<file path="config.mk">
export PLATFORM = sky130hd
export DESIGN_NAME = dest_drain_counter_flat
export DESIGN_NICKNAME = d
export VERILOG_FILES = /design/src/rtl/dest_drain_counter_pkg.sv /design/src/rtl/dest_drain_counter_if.sv /design/src/rtl/dest_drain_counter_lane.sv /design/src/rtl/dest_drain_counter.sv /design/src/flat_wrapper.sv
export SDC_FILE = /design/constraint.sdc
export NUM_CORES = 1
export LEC_CHECK = 0
export CAP_MARGIN = 20
export CORE_UTILIZATION = 45
export DETAILED_ROUTE_END_ITERATION = 16
export GPL_TIMING_DRIVEN = 0
export PLACE_DENSITY = 0.85
export SLEW_MARGIN = 20
export SYNTH_ARGS = -nofsm -noshare
export SYNTH_HDL_FRONTEND = slang
export SYNTH_HIERARCHICAL = 1
export SYNTH_SLANG_ARGS = --single-unit
</file>
<file path="constraint.sdc">
create_clock -name clk -period 1.2 [get_ports clk]
set_input_delay 0.3 -clock clk [delete_from_list [all_inputs] [get_ports clk]]
set_output_delay 0.3 -clock clk [all_outputs]
set_load 0.005 [all_outputs]
</file>
<file path="src/rtl/dest_drain_counter_pkg.sv">
// Shared definitions for the destination drain counter.
//   - Default widths for the destination FIFO word and the per-destination counter.
//   - FSM state encoding and the state transition function.
package dest_drain_counter_pkg;

    localparam int WORD_W_DEF = 8;
    localparam int CNT_W_DEF  = 5;

    typedef enum logic [1:0] {
        ST_IDLE   = 2'd0,
        ST_ACTIVE = 2'd1,
        ST_FLUSH  = 2'd2
    } state_e;

    // FLUSH always lasts exactly one cycle. It gives the word popped in the
    // last ACTIVE cycle time to arrive and be captured before the drain
    // reports itself idle.
    function automatic state_e next_state(input state_e cur, input logic enable);
        state_e nxt;
        case (cur)
            ST_IDLE:   nxt = enable ? ST_ACTIVE : ST_IDLE;
            ST_ACTIVE: nxt = enable ? ST_ACTIVE : ST_FLUSH;
            ST_FLUSH:  nxt = ST_IDLE;
            default:   nxt = ST_IDLE;
        endcase
        return nxt;
    endfunction

endpackage

</file>
<file path="src/rtl/dest_drain_counter_if.sv">
// Interface bundling the FIFO-side and bench-side signals of dest_drain_counter.
//   slave  : the drain block. It samples the FIFO flags, data, pause and read
//            requests, and drives the pops, output stream and counter response.
//   master : the environment (the FIFOs plus the checker) that drives the block.
interface dest_drain_counter_if
    import dest_drain_counter_pkg::*;
#(
    parameter int WORD_W = WORD_W_DEF,
    parameter int CNT_W  = CNT_W_DEF
);
    logic              enable;
    logic              d0_empty;
    logic              d1_empty;
    logic [WORD_W-1:0] d0_data;
    logic [WORD_W-1:0] d1_data;
    logic [1:0]        sink_pause;
    logic              req;
    logic              idx;
    logic              pop_d0;
    logic              pop_d1;
    logic [1:0]        out_valid;
    logic [WORD_W-1:0] out_data_0;
    logic [WORD_W-1:0] out_data_1;
    logic              cnt_valid;
    logic [CNT_W-1:0]  cnt_data;
    logic              idle;

    modport slave (
        input  enable, d0_empty, d1_empty, d0_data, d1_data, sink_pause, req, idx,
        output pop_d0, pop_d1, out_valid, out_data_0, out_data_1, cnt_valid, cnt_data, idle
    );

    modport master (
        output enable, d0_empty, d1_empty, d0_data, d1_data, sink_pause, req, idx,
        input  pop_d0, pop_d1, out_valid, out_data_0, out_data_1, cnt_valid, cnt_data, idle
    );
endinterface

</file>
<file path="src/rtl/dest_drain_counter_lane.sv">
// dest_lane: one destination's pop gate, capture register and word counter.
// Ports:
//   clk, reset_L : clock and synchronous active-low reset
//   active       : FSM is in ACTIVE (pops allowed)
//   empty, pause : FIFO empty flag and sink back-pressure for this lane
//   data         : FIFO read data, valid the cycle after a pop
//   pop          : pop strobe (combinational from registered state and inputs)
//   out_valid    : a freshly popped word was captured at the last edge
//   out_data     : last captured word
//   cnt          : words captured since reset, modulo 2^CNT_W
module dest_lane #(
    parameter int WORD_W = 8,
    parameter int CNT_W  = 5
) (
    input  logic              clk,
    input  logic              reset_L,
    input  logic              active,
    input  logic              empty,
    input  logic              pause,
    input  logic [WORD_W-1:0] data,
    output logic              pop,
    output logic              out_valid,
    output logic [WORD_W-1:0] out_data,
    output logic [CNT_W-1:0]  cnt
);
    localparam logic [CNT_W-1:0] CNT_ONE = {{(CNT_W-1){1'b0}}, 1'b1};

    logic              pop_s;
    logic              pop_r;
    logic              out_valid_r;
    logic [WORD_W-1:0] out_data_r;
    logic [CNT_W-1:0]  cnt_r;

    assign pop_s = active & ~empty & ~pause;

    // pop_r marks a word in flight. The word is on 'data' the cycle after the
    // pop, so it is captured one edge later. That lets the FLUSH cycle pick up
    // the last word popped in ACTIVE. Reset drops any word in flight.
    always_ff @(posedge clk) begin
        if (!reset_L) begin
            pop_r       <= 1'b0;
            out_valid_r <= 1'b0;
            out_data_r  <= {WORD_W{1'b0}};
            cnt_r       <= {CNT_W{1'b0}};
        end else begin
            pop_r       <= pop_s;
            out_valid_r <= pop_r;
            if (pop_r) begin
                out_data_r <= data;
                cnt_r      <= cnt_r + CNT_ONE;
            end else begin
                out_data_r <= out_data_r;
                cnt_r      <= cnt_r;
            end
        end
    end

    assign pop       = pop_s;
    assign out_valid = out_valid_r;
    assign out_data  = out_data_r;
    assign cnt       = cnt_r;
endmodule

</file>
<file path="src/rtl/dest_drain_counter.sv">
// dest_drain_counter: drains destination FIFOs D0/D1 and re-presents the popped
// words as a valid-qualified stream. It also counts the words per destination;
// the counts are read back through a req/idx handshake.
// Ports:
//   clk     : single clock, rising edge
//   reset_L : synchronous reset, active low
//   bus     : dest_drain_counter_if slave (FIFO flags/data, pause, enable,
//             req/idx in; pops, out_valid/out_data_*, cnt_valid/cnt_data, idle out)
module dest_drain_counter
    import dest_drain_counter_pkg::*;
#(
    parameter int WORD_W = WORD_W_DEF,
    parameter int CNT_W  = CNT_W_DEF
) (
    input  logic                 clk,
    input  logic                 reset_L,
    dest_drain_counter_if.slave  bus
);
    state_e            state_r;
    logic              idle_r;
    logic              cnt_valid_r;
    logic [CNT_W-1:0]  cnt_data_r;
    logic              active_s;
    logic              ov0_s;
    logic              ov1_s;
    logic [CNT_W-1:0]  cnt0_s;
    logic [CNT_W-1:0]  cnt1_s;

    assign active_s = (state_r == ST_ACTIVE);

    dest_lane #(.WORD_W(WORD_W), .CNT_W(CNT_W)) u_lane0 (
        .clk       (clk),
        .reset_L   (reset_L),
        .active    (active_s),
        .empty     (bus.d0_empty),
        .pause     (bus.sink_pause[0]),
        .data      (bus.d0_data),
        .pop       (bus.pop_d0),
        .out_valid (ov0_s),
        .out_data  (bus.out_data_0),
        .cnt       (cnt0_s)
    );

    dest_lane #(.WORD_W(WORD_W), .CNT_W(CNT_W)) u_lane1 (
        .clk       (clk),
        .reset_L   (reset_L),
        .active    (active_s),
        .empty     (bus.d1_empty),
        .pause     (bus.sink_pause[1]),
        .data      (bus.d1_data),
        .pop       (bus.pop_d1),
        .out_valid (ov1_s),
        .out_data  (bus.out_data_1),
        .cnt       (cnt1_s)
    );

    // The FSM updates idle together with the state. The counter read path
    // samples the counters before any capture at the same edge, so a
    // colliding read returns the pre-increment value.
    always_ff @(posedge clk) begin
        if (!reset_L) begin
            state_r     <= ST_IDLE;
            idle_r      <= 1'b1;
            cnt_valid_r <= 1'b0;
            cnt_data_r  <= {CNT_W{1'b0}};
        end else begin
            state_r     <= next_state(state_r, bus.enable);
            idle_r      <= (next_state(state_r, bus.enable) == ST_IDLE);
            cnt_valid_r <= bus.req;
            if (bus.req) begin
                cnt_data_r <= bus.idx ? cnt1_s : cnt0_s;
            end else begin
                cnt_data_r <= cnt_data_r;
            end
        end
    end

    assign bus.out_valid = {ov1_s, ov0_s};
    assign bus.cnt_valid = cnt_valid_r;
    assign bus.cnt_data  = cnt_data_r;
    assign bus.idle      = idle_r;
endmodule
</file>
<file path="src/flat_wrapper.sv">
// flat-port wrapper written by rule: the top's interface ports become plain ports
module dest_drain_counter_flat import dest_drain_counter_pkg::*;
#(
    parameter int WORD_W = WORD_W_DEF,
    parameter int CNT_W  = CNT_W_DEF
)
  (clk, reset_L, bus_enable, bus_d0_empty, bus_d1_empty, bus_d0_data, bus_d1_data, bus_sink_pause, bus_req, bus_idx, bus_pop_d0, bus_pop_d1, bus_out_valid, bus_out_data_0, bus_out_data_1, bus_cnt_valid, bus_cnt_data, bus_idle);
  dest_drain_counter_if #(.WORD_W(WORD_W), .CNT_W(CNT_W)) bus_i ();
  input  logic clk;
  input  logic reset_L;
  input wire logic [$bits(bus_i.enable)-1:0] bus_enable;
  input wire logic [$bits(bus_i.d0_empty)-1:0] bus_d0_empty;
  input wire logic [$bits(bus_i.d1_empty)-1:0] bus_d1_empty;
  input wire logic [$bits(bus_i.d0_data)-1:0] bus_d0_data;
  input wire logic [$bits(bus_i.d1_data)-1:0] bus_d1_data;
  input wire logic [$bits(bus_i.sink_pause)-1:0] bus_sink_pause;
  input wire logic [$bits(bus_i.req)-1:0] bus_req;
  input wire logic [$bits(bus_i.idx)-1:0] bus_idx;
  output wire logic [$bits(bus_i.pop_d0)-1:0] bus_pop_d0;
  output wire logic [$bits(bus_i.pop_d1)-1:0] bus_pop_d1;
  output wire logic [$bits(bus_i.out_valid)-1:0] bus_out_valid;
  output wire logic [$bits(bus_i.out_data_0)-1:0] bus_out_data_0;
  output wire logic [$bits(bus_i.out_data_1)-1:0] bus_out_data_1;
  output wire logic [$bits(bus_i.cnt_valid)-1:0] bus_cnt_valid;
  output wire logic [$bits(bus_i.cnt_data)-1:0] bus_cnt_data;
  output wire logic [$bits(bus_i.idle)-1:0] bus_idle;
  assign bus_i.enable = bus_enable;
  assign bus_i.d0_empty = bus_d0_empty;
  assign bus_i.d1_empty = bus_d1_empty;
  assign bus_i.d0_data = bus_d0_data;
  assign bus_i.d1_data = bus_d1_data;
  assign bus_i.sink_pause = bus_sink_pause;
  assign bus_i.req = bus_req;
  assign bus_i.idx = bus_idx;
  assign bus_pop_d0 = bus_i.pop_d0;
  assign bus_pop_d1 = bus_i.pop_d1;
  assign bus_out_valid = bus_i.out_valid;
  assign bus_out_data_0 = bus_i.out_data_0;
  assign bus_out_data_1 = bus_i.out_data_1;
  assign bus_cnt_valid = bus_i.cnt_valid;
  assign bus_cnt_data = bus_i.cnt_data;
  assign bus_idle = bus_i.idle;
  dest_drain_counter #(.WORD_W(WORD_W), .CNT_W(CNT_W)) u_core (.clk(clk), .reset_L(reset_L), .bus(bus_i));
endmodule
</file>
==> implementation parameters, run 1 <==
Parameter                              Value

Clocking
  Worst-path clk slew    between 0.1 and 0.15 ns
  Root buf cell    clkbuf_4
  Quantity of hold-fixing buffers added after cts    0
  Clk Latency, worst-skew pair    between 0.3 and 0.4 ns
  Number of clock sinks    39
  Number of buffers created by CTS    5
  Clk buf depth    2
  H-tree Lvls    2
  TritonCTS clock tree    built

Timing
  Final Cycle Share    118.0%
  Slew @ Worst Pin    approximately 0.67 ns
  Hold_ws    just over 0.3 ns
  Hold violation total from the final report    0
  Max-slew violation count    0
  Final critical-path required period    around 1.4 ns
  Worst Slack Setup Final    -0.2165 ns
  RSZ-0062 raised after global routing    yes
  Slew HR    between 50% and 60%
  Final worst clock skew    0.005661 ns
  Highest clock frequency the design can meet    between 700 and 800 MHz
  Number of endpoints failing setup at the final stage    2

Synth
  Synth area leader    dfxtp_1
  Share of the synthesized area in the top cell type    about 50%
  YS warnings    6
  Count of cell types in the netlist    24
  Synthesized netlist cell count    142
  Area of the mapped netlist    between 0.0015 and 0.002 sq mm
  Number of enable-type register cells in the synthesized netlist    0
  Most frequent cell after synthesis    dfxtp_1
  Syn_area_per_cell    about 11 sq um
  List of most frequent post-synthesis cells    dfxtp_1, mux2i_1, nor2_1
  Flip-flop cell with the highest count after synthesis    dfxtp_1
  Sequential cell area fraction in the yosys report    approximately 50%
  Number of register bits inferred by synthesis    39
  Synthesized net count    169
  Share of synthesized registers carrying an async set or reset    0%
  Cells taking the most area after synthesis    dfxtp_1, mux2i_1, nor2_1

Power
  Power, Total    2.295 mW
  Sw Share    21.47%
  Maximum vdd ir drop    818.9 uV
  Design internal power    roughly 1.8 mW
  Power Dens Cells    roughly 1100 mW/mm^2
  Switch Pwr    about 0.49 mW
  Leakage power    roughly 0.92 nW
  Portion of total power attributed to the clock network    about a third
  Fraction of power consumed by combinational cells    under 10%
  Sequential share of power    roughly three fifths

Global routing
  Global-route usage over all layers    around 19%
  Maximum number of pins on one net before global-route repair    22
  Number of antenna violations at the first check in global routing    0
  Total gr overflow    0
  Wire length of the first global-routing pass    slightly above 5 mm
  Number of global-route vias before repair    between 1k and 1.5k

Job
  Number of maximum-capacitance violations    0

Routing
  Violation count after the first detailed-route iteration    33
  Number of vias in the routed layout    approximately 1.2k
  Drc violations    0
  Detailed-routing iteration count for the pre-antenna-repair pass    4
  Routed wirelength normalized by instance count    about 13 um
  Total wire length after detailed routing    about 3.1 mm
  Via density per instance    around 4.7
  Remaining number of nets flagged by the antenna check after routing    0

Critical path
  Largest incremental delay on the critical path    0.34 ns
  CP Buf/Inv Count    1
  Cell type group with the largest total delay on the critical path    flip-flops
  FF-to-FF Start    u_core/state_r[0]$_SDFF_PN0_
  Data required time at the worst endpoint    0.90 ns
  Cells along the critical path    nor2b_4, nor3b_2, buf_2
  Maximum fanout count along the critical path    2
  Setup Crit Path Kind    register to output port
  CP Capture Type    output port
  CP startpoint    u_core/state_r[0]$_SDFF_PN0_
  Critical Path Slowest Stage Cell    dfxtp_2
  Critical Path Source Type    register
  Data arrival at the endpoint of the critical path    between 1 and 1.5 ns

Placed design
  Count of input and output buffers    50
  DP HPWL    about 2.3 mm
  Pre-CTS WS    -0.5449 ns
  Placed Cells incl. Taps    about 240
  Placer congestion estimate    between 0.7 and 0.8

Floorplan
  Placeable core region    between 0.003 and 0.004 sq mm
  Floorplan row count    21
  Number of I/O pins    52
  Total Die Area    0.003712 sq mm
  Die H    roughly 60 um
  DIE WIDTH    approximately 61 um
  Initial Utilization    between 40% and 50%

Min path
  Hold Crit Class    input port to register
  HP Start    bus_idx

Finish
  Utilization after layout    between 60% and 70%
  Net count reported at finish    roughly 230
  Fraction of layout cells with a size suffix above 1    roughly two fifths
  Final instance count without filler cells    between 200 and 300
  Synth-to-layout area growth    36.99%
  Antenna Cells    0

Status
  Violations in the final reports    negative setup slack
  Run status    finished, violations left
[power by group through the flow]
| stage | sequential (mW) | clock [mW] | combinational (mW) |
|---|---|---|---|
| global placement | 1.36 | 0 | 0.217 |
| detailed placement | 1.36 | 0 | 0.225 |
| floorplan | 1.36 | 0 | 0.0827 |
| CTS | 1.33 | 0.772 | 0.222 |
| global route | 1.34 | 0.844 | 0.233 |
| finish | 1.33 | 0.745 | 0.215 |
[per-stage QoR]
stage	cell area (sq um)	TNS, ns
global placement	2121	-15.67
detailed placement	2121	-17.25
CTS	2235	-0.4791
global route	2141	-0.6085
floorplan	1563	0
finish	2141	-0.4185
[area by class of cell]
class	instances	area, sq um
flip-flops and latches	39	810.8
multi-input cells	91	665.6
inverters	2	7.507
plain buffers	8	101.3
repair buffers	57	429.2
well taps	46	57.56
clock buffers	8	68.82
fillers	295	1196
[flip-flops by register name (all words and copies together), names as in the netlist]
register	count
u_core/bus.cnt_data	5
u_core/bus.cnt_valid	1
u_core/bus.idle	1
u_core/state_r	2
u_core/u_lane0/cnt	5
u_core/u_lane0/out_data	8
u_core/u_lane0/out_valid	1
u_core/u_lane0/pop_r	1
u_core/u_lane1/cnt	5
u_core/u_lane1/out_data	8
u_core/u_lane1/out_valid	1
u_core/u_lane1/pop_r	1
[layout by cell type, fill, tap and decap left out]
cell              n
mux2i_1          27
dfxtp_2          24
clkdlybuf4s50_1  22
clkbuf_2         22
nor2_1           18
dfxtp_1          15
buf_6             7
buf_4             7
o21ai_0           6
and2_1            6
clkbuf_4          5
a21oi_1           5
buf_2             4
nand2b_1          4
nand2_1           4
nand4_1           4
clkbuf_8          2
nor3b_2           2
inv_2             2
buf_12            2
a21bo_2           2
nand3b_2          2
a21oi_2           2
xnor2_1           2
nor2_2            2
ha_1              2
clkbuf_1          1
dlygate4sd2_1     1
nor2b_4           1
and2b_1           1
and3b_1           1
[routing by layer]
| metal | track usage [%] | part of all wire [%] |
|---|---|---|
| met1 | 21.55 | 43 |
| met2 | 33.12 | 53 |
| met3 | 7.249 | 3.8 |
| met4 | 7.792 | 0.86 |
| met5 | 0 | 0 |
[what timing repair did]
item | in CTS | in global routing
buffers inserted | 5 | 2
pin swaps | 0 | 0
gates resized for setup | 85 | 29
endpoints found under the setup margin | 57 | 27
[worst paths after layout]
kind,endpoint,cells after the start,slack [ns]
min,u_core/bus.cnt_data[3]$_SDFFE_PN0P_,3,0.31
min reg2reg,u_core/u_lane0/cnt[4]$_SDFFE_PN0P_,2,0.49
max,bus_pop_d1,3,-0.22
max reg2reg,u_core/u_lane1/pop_r$_SDFF_PN0_,6,0.02
[tightest hold or removal path: cells and delay by family]
kind | cells | cell delay (ns)
AO/OA/AOI/OAI | 1 | 0.13
buffers and inverters | 1 | 0.10
multiplexers | 1 | 0.08
[logic make-up after synthesis]
group,count (synthesis),share of synthesized area [%]
adders and majority gates,2,1.601
xor gates and xnor gates,2,1.121
AOI/OAI and AO/OA,15,5.925
and+or+nand+nor,45,16.17
muxes,27,17.29
buffers and inverters,12,7.926
DFF,39,49.96
No activity file was read; power rests on OpenSTA's default activity.
==> run 2, diff against run 1 <==
- SKIP_LAST_GASP: default -> 1
==> results of run 2 <==
The final DEF is identical to that of run 1; final timing and power are the same.
==> run 3, diff against run 2 <==
- SLEW_MARGIN: 20 -> default
==> results of run 3 <==
The final DEF is identical to that of run 1; final timing and power are the same.
